$ cat config.mk
export PLATFORM = sky130hd
export DESIGN_NAME = instr_encoder_flat
export DESIGN_NICKNAME = d
export VERILOG_FILES = /design/src/rtl/instr_encoder_if.sv /design/src/rtl/instr_encoder.sv /design/src/flat_wrapper.sv
export SDC_FILE = /design/constraint.sdc
export NUM_CORES = 1
export LEC_CHECK = 0
export ABC_AREA = 1
export CAP_MARGIN = 25
export CORE_ASPECT_RATIO = 1.4
export CORE_MARGIN = 2
export CORE_UTILIZATION = 35
export CTS_CLUSTER_DIAMETER = 60
export DETAILED_ROUTE_END_ITERATION = 7
export PLACE_DENSITY_LB_ADDON = 0.12
export SLEW_MARGIN = 0
export SYNTH_ARGS = -nofsm -noshare
export SYNTH_HDL_FRONTEND = slang
export SYNTH_SLANG_ARGS = --single-unit
$ cat constraint.sdc
create_clock -name clk -period 2.88 [get_ports clk]
set_clock_uncertainty 0.05 [all_clocks]
set_input_delay 0.576 -clock clk [delete_from_list [all_inputs] [get_ports clk]]
set_output_delay 0.576 -clock clk [all_outputs]
set_load 0.01 [all_outputs]
$ cat src/rtl/instr_encoder_if.sv
// Bus bundle between a beat source and the instruction encoder.
// The master side supplies session control and instruction fields; the slave
// side (the encoder) returns the handshake, the memory write port and status.
interface instr_encoder_if #(
    parameter int ADDR_WIDTH = 8
);
    // Session control and field beats
    logic                  start;
    logic                  in_valid;
    logic                  in_ready;
    logic                  in_last;
    logic [2:0]            fmt;
    logic [6:0]            opcode;
    logic [4:0]            rd;
    logic [4:0]            rs1;
    logic [4:0]            rs2;
    logic [2:0]            funct3;
    logic [6:0]            funct7;
    logic [31:0]           imm;

    // Instruction-memory write port
    logic                  mem_we;
    logic [ADDR_WIDTH-1:0] mem_addr;
    logic [31:0]           mem_wdata;

    // Status
    logic                  busy;
    logic                  done;
    logic                  full;
    logic [ADDR_WIDTH:0]   word_count;
    logic                  err_illegal;
    logic                  err_misalign;

    modport master (
        output start, in_valid, in_last, fmt, opcode, rd, rs1, rs2,
               funct3, funct7, imm,
        input  in_ready, mem_we, mem_addr, mem_wdata, busy, done, full,
               word_count, err_illegal, err_misalign
    );

    modport slave (
        input  start, in_valid, in_last, fmt, opcode, rd, rs1, rs2,
               funct3, funct7, imm,
        output in_ready, mem_we, mem_addr, mem_wdata, busy, done, full,
               word_count, err_illegal, err_misalign
    );
endinterface

$ cat src/rtl/instr_encoder.sv
// Instruction encoder: accepts per-field beats describing RV32 instructions,
// packs each legal beat into its 32-bit encoding and writes it to consecutive
// words of an instruction memory. A session runs IDLE -> LOAD -> FLUSH -> DONE.
module instr_encoder #(
    parameter int ADDR_WIDTH = 8
) (
    input  logic          clk,
    input  logic          rst,
    instr_encoder_if.slave bus
);

    localparam int DEPTH = 2 ** ADDR_WIDTH;
    localparam logic [ADDR_WIDTH:0] LAST_SLOT = (ADDR_WIDTH+1)'(DEPTH - 1);

    typedef enum logic [1:0] {
        IDLE  = 2'd0,
        LOAD  = 2'd1,
        FLUSH = 2'd2,
        DONE  = 2'd3
    } state_e;

    typedef enum logic [2:0] {
        FMT_I = 3'd0,
        FMT_S = 3'd1,
        FMT_B = 3'd2,
        FMT_U = 3'd3,
        FMT_J = 3'd4,
        FMT_R = 3'd5
    } fmt_e;

    state_e                state;
    state_e                state_next;

    logic                  mem_we;
    logic [ADDR_WIDTH-1:0] mem_addr;
    logic [31:0]           mem_wdata;
    logic [ADDR_WIDTH:0]   word_count;
    logic                  full;
    logic                  err_illegal;
    logic                  err_misalign;

    logic                  accept;
    logic                  legal;
    logic                  branch_like;
    logic                  fills_last;
    logic [31:0]           encoded;
    logic [31:0]           imm;

    assign imm         = bus.imm;
    assign accept      = (state == LOAD) && bus.in_valid;
    assign legal       = (bus.fmt <= 3'd5);
    assign branch_like = (bus.fmt == FMT_B) || (bus.fmt == FMT_J);
    // The beat that lands in the final word ends the session on its own.
    assign fills_last  = accept && legal && (word_count == LAST_SLOT);

    // Pack the incoming fields according to the instruction format.
    always_comb begin
        // NOTE: every always_comb output gets a default first so no path can infer a latch.
        encoded = '0;
        case (fmt_e'(bus.fmt))
            FMT_R: encoded = {bus.funct7, bus.rs2, bus.rs1, bus.funct3, bus.rd, bus.opcode};
            FMT_I: encoded = {imm[11:0], bus.rs1, bus.funct3, bus.rd, bus.opcode};
            FMT_S: encoded = {imm[11:5], bus.rs2, bus.rs1, bus.funct3, imm[4:0], bus.opcode};
            FMT_B: encoded = {imm[12], imm[10:5], bus.rs2, bus.rs1, bus.funct3,
                              imm[4:1], imm[11], bus.opcode};
            FMT_U: encoded = {imm[31:12], bus.rd, bus.opcode};
            FMT_J: encoded = {imm[20], imm[10:1], imm[11], imm[19:12], bus.rd, bus.opcode};
            default: encoded = '0;
        endcase
    end

    // State register; reset returns to IDLE without waiting for a clock edge.
    always_ff @(posedge clk or posedge rst) begin
        // NOTE: sequential state uses non-blocking assignments so all flops update together.
        if (rst) begin
            state <= IDLE;
        end else begin
            state <= state_next;
        end
    end

    // Next-state logic for the session sequence.
    always_comb begin
        state_next = state;
        case (state)
            IDLE:  if (bus.start) state_next = LOAD;
            LOAD:  if (accept && (bus.in_last || fills_last)) state_next = FLUSH;
            FLUSH: state_next = DONE;
            DONE:  state_next = IDLE;
            default: state_next = IDLE;
        endcase
    end

    // Write port, word counter and sticky status flags.
    always_ff @(posedge clk or posedge rst) begin
        // NOTE: every output register is reset so rst drives all outputs to 0 immediately.
        if (rst) begin
            mem_we       <= 1'b0;
            mem_addr     <= '0;
            mem_wdata    <= '0;
            word_count   <= '0;
            full         <= 1'b0;
            err_illegal  <= 1'b0;
            err_misalign <= 1'b0;
        end else begin
            // The write strobe lives for exactly one cycle after an accepted legal beat.
            mem_we <= 1'b0;

            if ((state == IDLE) && bus.start) begin
                word_count   <= '0;
                full         <= 1'b0;
                err_illegal  <= 1'b0;
                err_misalign <= 1'b0;
            end

            if (accept) begin
                if (legal) begin
                    mem_we     <= 1'b1;
                    mem_addr   <= word_count[ADDR_WIDTH-1:0];
                    mem_wdata  <= encoded;
                    word_count <= word_count + 1'b1;
                    if (fills_last) begin
                        full <= 1'b1;
                    end
                    // Odd branch/jump offsets are written with bit 0 dropped, but flagged.
                    if (branch_like && imm[0]) begin
                        err_misalign <= 1'b1;
                    end
                end else begin
                    err_illegal <= 1'b1;
                end
            end
        end
    end

    assign bus.in_ready     = (state == LOAD);
    assign bus.busy         = (state != IDLE);
    assign bus.done         = (state == DONE);
    assign bus.mem_we       = mem_we;
    assign bus.mem_addr     = mem_addr;
    assign bus.mem_wdata    = mem_wdata;
    assign bus.word_count   = word_count;
    assign bus.full         = full;
    assign bus.err_illegal  = err_illegal;
    assign bus.err_misalign = err_misalign;

endmodule

$ cat src/flat_wrapper.sv
// flat-port wrapper written by rule: the top's interface ports become plain ports
module instr_encoder_flat 
#(
    parameter int ADDR_WIDTH = 8
)
  (clk, rst, bus_start, bus_in_valid, bus_in_last, bus_fmt, bus_opcode, bus_rd, bus_rs1, bus_rs2, bus_funct3, bus_funct7, bus_imm, bus_in_ready, bus_mem_we, bus_mem_addr, bus_mem_wdata, bus_busy, bus_done, bus_full, bus_word_count, bus_err_illegal, bus_err_misalign);
  instr_encoder_if #(.ADDR_WIDTH(ADDR_WIDTH)) bus_i ();
  input  logic clk;
  input  logic rst;
  input wire logic [$bits(bus_i.start)-1:0] bus_start;
  input wire logic [$bits(bus_i.in_valid)-1:0] bus_in_valid;
  input wire logic [$bits(bus_i.in_last)-1:0] bus_in_last;
  input wire logic [$bits(bus_i.fmt)-1:0] bus_fmt;
  input wire logic [$bits(bus_i.opcode)-1:0] bus_opcode;
  input wire logic [$bits(bus_i.rd)-1:0] bus_rd;
  input wire logic [$bits(bus_i.rs1)-1:0] bus_rs1;
  input wire logic [$bits(bus_i.rs2)-1:0] bus_rs2;
  input wire logic [$bits(bus_i.funct3)-1:0] bus_funct3;
  input wire logic [$bits(bus_i.funct7)-1:0] bus_funct7;
  input wire logic [$bits(bus_i.imm)-1:0] bus_imm;
  output wire logic [$bits(bus_i.in_ready)-1:0] bus_in_ready;
  output wire logic [$bits(bus_i.mem_we)-1:0] bus_mem_we;
  output wire logic [$bits(bus_i.mem_addr)-1:0] bus_mem_addr;
  output wire logic [$bits(bus_i.mem_wdata)-1:0] bus_mem_wdata;
  output wire logic [$bits(bus_i.busy)-1:0] bus_busy;
  output wire logic [$bits(bus_i.done)-1:0] bus_done;
  output wire logic [$bits(bus_i.full)-1:0] bus_full;
  output wire logic [$bits(bus_i.word_count)-1:0] bus_word_count;
  output wire logic [$bits(bus_i.err_illegal)-1:0] bus_err_illegal;
  output wire logic [$bits(bus_i.err_misalign)-1:0] bus_err_misalign;
  assign bus_i.start = bus_start;
  assign bus_i.in_valid = bus_in_valid;
  assign bus_i.in_last = bus_in_last;
  assign bus_i.fmt = bus_fmt;
  assign bus_i.opcode = bus_opcode;
  assign bus_i.rd = bus_rd;
  assign bus_i.rs1 = bus_rs1;
  assign bus_i.rs2 = bus_rs2;
  assign bus_i.funct3 = bus_funct3;
  assign bus_i.funct7 = bus_funct7;
  assign bus_i.imm = bus_imm;
  assign bus_in_ready = bus_i.in_ready;
  assign bus_mem_we = bus_i.mem_we;
  assign bus_mem_addr = bus_i.mem_addr;
  assign bus_mem_wdata = bus_i.mem_wdata;
  assign bus_busy = bus_i.busy;
  assign bus_done = bus_i.done;
  assign bus_full = bus_i.full;
  assign bus_word_count = bus_i.word_count;
  assign bus_err_illegal = bus_i.err_illegal;
  assign bus_err_misalign = bus_i.err_misalign;
  instr_encoder #(.ADDR_WIDTH(ADDR_WIDTH)) u_core (.clk(clk), .rst(rst), .bus(bus_i));
endmodule
==> impl_metrics.csv <==
group,metric,value,unit
floorplanning,die_w,80.29,um
synthesis,yosysSeqAreaShare,48.27,%
grt,grt_use_total,18.79,%
hold_path,worst_hold_path_type,"flip-flop to flip-flop",
final_layout,layout.cells.most_common,"clkdlybuf4s50_1",
grt,grt-ovfl-total,0,
timing,slew_headroom,60.01,%
floorplanning,ioPinCount,128,
grt,grt_max_degree,31,
clock_tree,numCtsBuffers,5,
final_layout,nFillCells,766,
grt,first_global_vias,2814,
clock_tree,clk_pin_slew_worst_paths,0.07,ns
detailed_routing,via_per_inst,4.795,
detailed_routing,finalWirelength,7982,um
synthesis,synth_fp_nets,448,
job,drv_cap,0,
setup_path,r2r-end,"u_core.bus.mem_wdata[15]",
floorplanning,die_area,8896,um^2
timing,drv_slew,0,
final_layout,layout-drive-gt1-share,6.036,%
clock_tree,clk_latency,0.29,ns
synthesis,synth.distinct_cells,25,
setup_path,path_max_fanout,4,
floorplanning,initial_core_util,35.42,%
clock_tree,post_cts_buffers,0,
hold_path,holdPathEnd,"u_core.bus.err_misalign",
synthesis,ys_warn_count,0,
placement,place_hpwl,6068,um
final_layout,num_antenna_cells,0,
setup_path,slowest_stage,"clkdlybuf4s50_1",
power_and_ir_drop,power_density,770.2,nW/um^2
setup_path,crit_family,"buffers and inverters",
setup_path,worstPathCellList,"inv_1 > ha_1 > inv_1 > clkdlybuf4s50_1",
hold_path,whs_path_depth,2,
setup_path,critPathMaxStageDelay,0.53,ns
timing,fmax,447.3,MHz
setup_path,critical_path_class,"flip-flop to output pin",
clock_tree,cts_tree,"yes",
placement,place_congestion,0.8356,
setup_path,regToRegSetupSlack,1.01,ns
setup_path,crit_required,2.25,ns
status,status,"finished clean",
synthesis,syn-instance-count,369,
clock_tree,cts_resized,0,
detailed_routing,num_vias,2872,
final_layout,ff_latch_area,1376,um^2
clock_tree,cts_root_buf,"clkbuf_16",
grt,grt_pass1_wl,13220,um
setup_path,critPathArrivalTime,1.61,ns
clock_tree,cts_max_level,2,
setup_path,critPathBufInv,3,
setup_path,r2r-start,"u_core.state[1]",
floorplanning,die_h,110.8,um
power_and_ir_drop,leakage,1.972,nW
timing,setup_viol,0,
power_and_ir_drop,ir_drop,475.4,uV
timing,min_period_over_period,77.63,%
timing,hold_viol_final,0,
setup_path,cp-end-kind,"output pin",
final_layout,nNetsFinal,576,
hold_path,min_from,"u_core.bus.err_misalign",
floorplanning,core_area,8051,um^2
timing,setup_tns,0,ns
synthesis,synth.avg_cell_area,7.728,um^2
timing,rsz0062_at_grt,"false",
timing,fin_crit,2.236,ns
final_layout,layout_common_cells,"clkdlybuf4s50_1 (127), nand2_1 (112), dfrtp_1 (55)",
detailed_routing,ant_nets,0,
setup_path,cp_common_cell,"inv_1",
synthesis,ys_ff_latch,55,
detailed_routing,drc,0,
detailed_routing,drtIter0Drc,180,
placement,io_buffers,127,
detailed_routing,wire_per_inst,13.33,um
clock_tree,cts_hold_buffers,0,
power_and_ir_drop,p_total,0.003379,W
clock_tree,clock_sinks,55,
setup_path,start_kind,"flip-flop",
final_layout,area_growth,53.88,%
floorplanning,num_rows,39,
grt,antenna_found_initial,0,
setup_path,reg2reg_depth,8,
final_layout,multi_input_area,1280,um^2
detailed_routing,firstDrtPassIters,4,
clock_tree,clk_path_buf_depth,2,
synthesis,syn_area,2851,um^2
timing,worstMarginPinSlew,0.5990,ns
-- power by group --
part / total, W / internal, W / switching, W / leakage [nW]
registers: 0.00124 / 0.00107 / 0.000174 / 0.685
clock network: 0.000620 / 0.000345 / 0.000275 / 0.0733
logic: 0.00152 / 0.000828 / 0.000693 / 1.21
-- cell type report --
class | count | share of cell area (%)
sequential | 55 | 31.37
timing repair buffer | 136 | 30.80
clock buffer | 6 | 3.165
clock inverter | 1 | 0.1996
multi-input combinational | 271 | 29.17
inverter | 28 | 2.395
tap | 102 | 2.908
-- worst min-delay path: stages, from the launching register on --
cell     delay [ns]
dfrtp_1        0.34
nand2_1        0.05
nand2_1        0.06
-- per-stage QoR --
step / cell area, um^2 / worst slack [ns] / std cells / hold slack [ns] / utilization (%)
final: 4388 / 0.6442 / 599 / 0.4344 / 54.50
after floorplan: 2851 / 0.9111 / 369 / 0.4414 / -
after global routing: 4388 / 0.5486 / 599 / 0.4624 / 54.50
after global placement: 4240 / 0.5157 / 592 / 0.4155 / 52.67
after CTS: 4388 / 0.6327 / 599 / 0.4412 / 54.50
after detailed placement: 4240 / 0.4396 / 592 / 0.4193 / 52.67
-- flip-flops by register name (all words and copies together) (netlist names) --
| signal | flops |
|---|---|
| u_core.bus.mem_wdata | 32 |
| u_core.bus.word_count | 9 |
| u_core.bus.mem_addr | 8 |
| u_core.state | 2 |
| u_core.bus.err_illegal | 1 |
| u_core.bus.err_misalign | 1 |
| u_core.bus.full | 1 |
| u_core.bus.mem_we | 1 |
-- metal layers --
layer	global-route usage, %	part of all wire [%]	vias to the layer above
met5	0	0	-
li1	-	-	1450
met2	32.56	51	92
met4	5.424	1.3	0
met1	22.57	41	1322
met3	4.886	6.5	8
-- Yosys cell counts (all sizes together) --
master  count  area (um^2)
o31ai       1        7.510
dfrtp      55         1376
a21boi      1        7.510
or2         1        6.260
a21oi      37        185.2
inv        28        105.1
o211ai      1        12.51
mux2i       1        13.76
nand2     113        426.7
buf        15        90.08
nor3        3        20.02
nor4        1        6.260
ha          7        87.58
nor2       55        221.5
o21ai      12        60.06
a22oi       1        7.510
a211oi      1        7.510
nand3      20        110.1
nand4      16        100.1
-- cell families after synthesis --
kind of cell	Yosys count	synth area share, %
buffers and inverters	43	6.845
AND/OR/NAND/NOR	209	31.24
flip-flops	55	48.27
multiplexers	1	0.4826
adder cells (fa/ha/maj)	7	3.071
AO/OA/AOI/OAI	54	10.09
-- worst max path at each step --
stage	startpoint	end	slack (ns)	cells after the start
floorplan	rst	u_core.bus.err_illegal	0.91	1
global placement	bus_fmt[0]	u_core.bus.mem_wdata[15]	0.52	5
detailed placement	bus_fmt[0]	u_core.bus.mem_wdata[13]	0.44	5
CTS	u_core.state[0]	bus_busy	0.63	4
global route	u_core.state[0]	bus_busy	0.55	4
finish	u_core.state[0]	bus_busy	0.64	4
(Power assumes the default switching activity.)
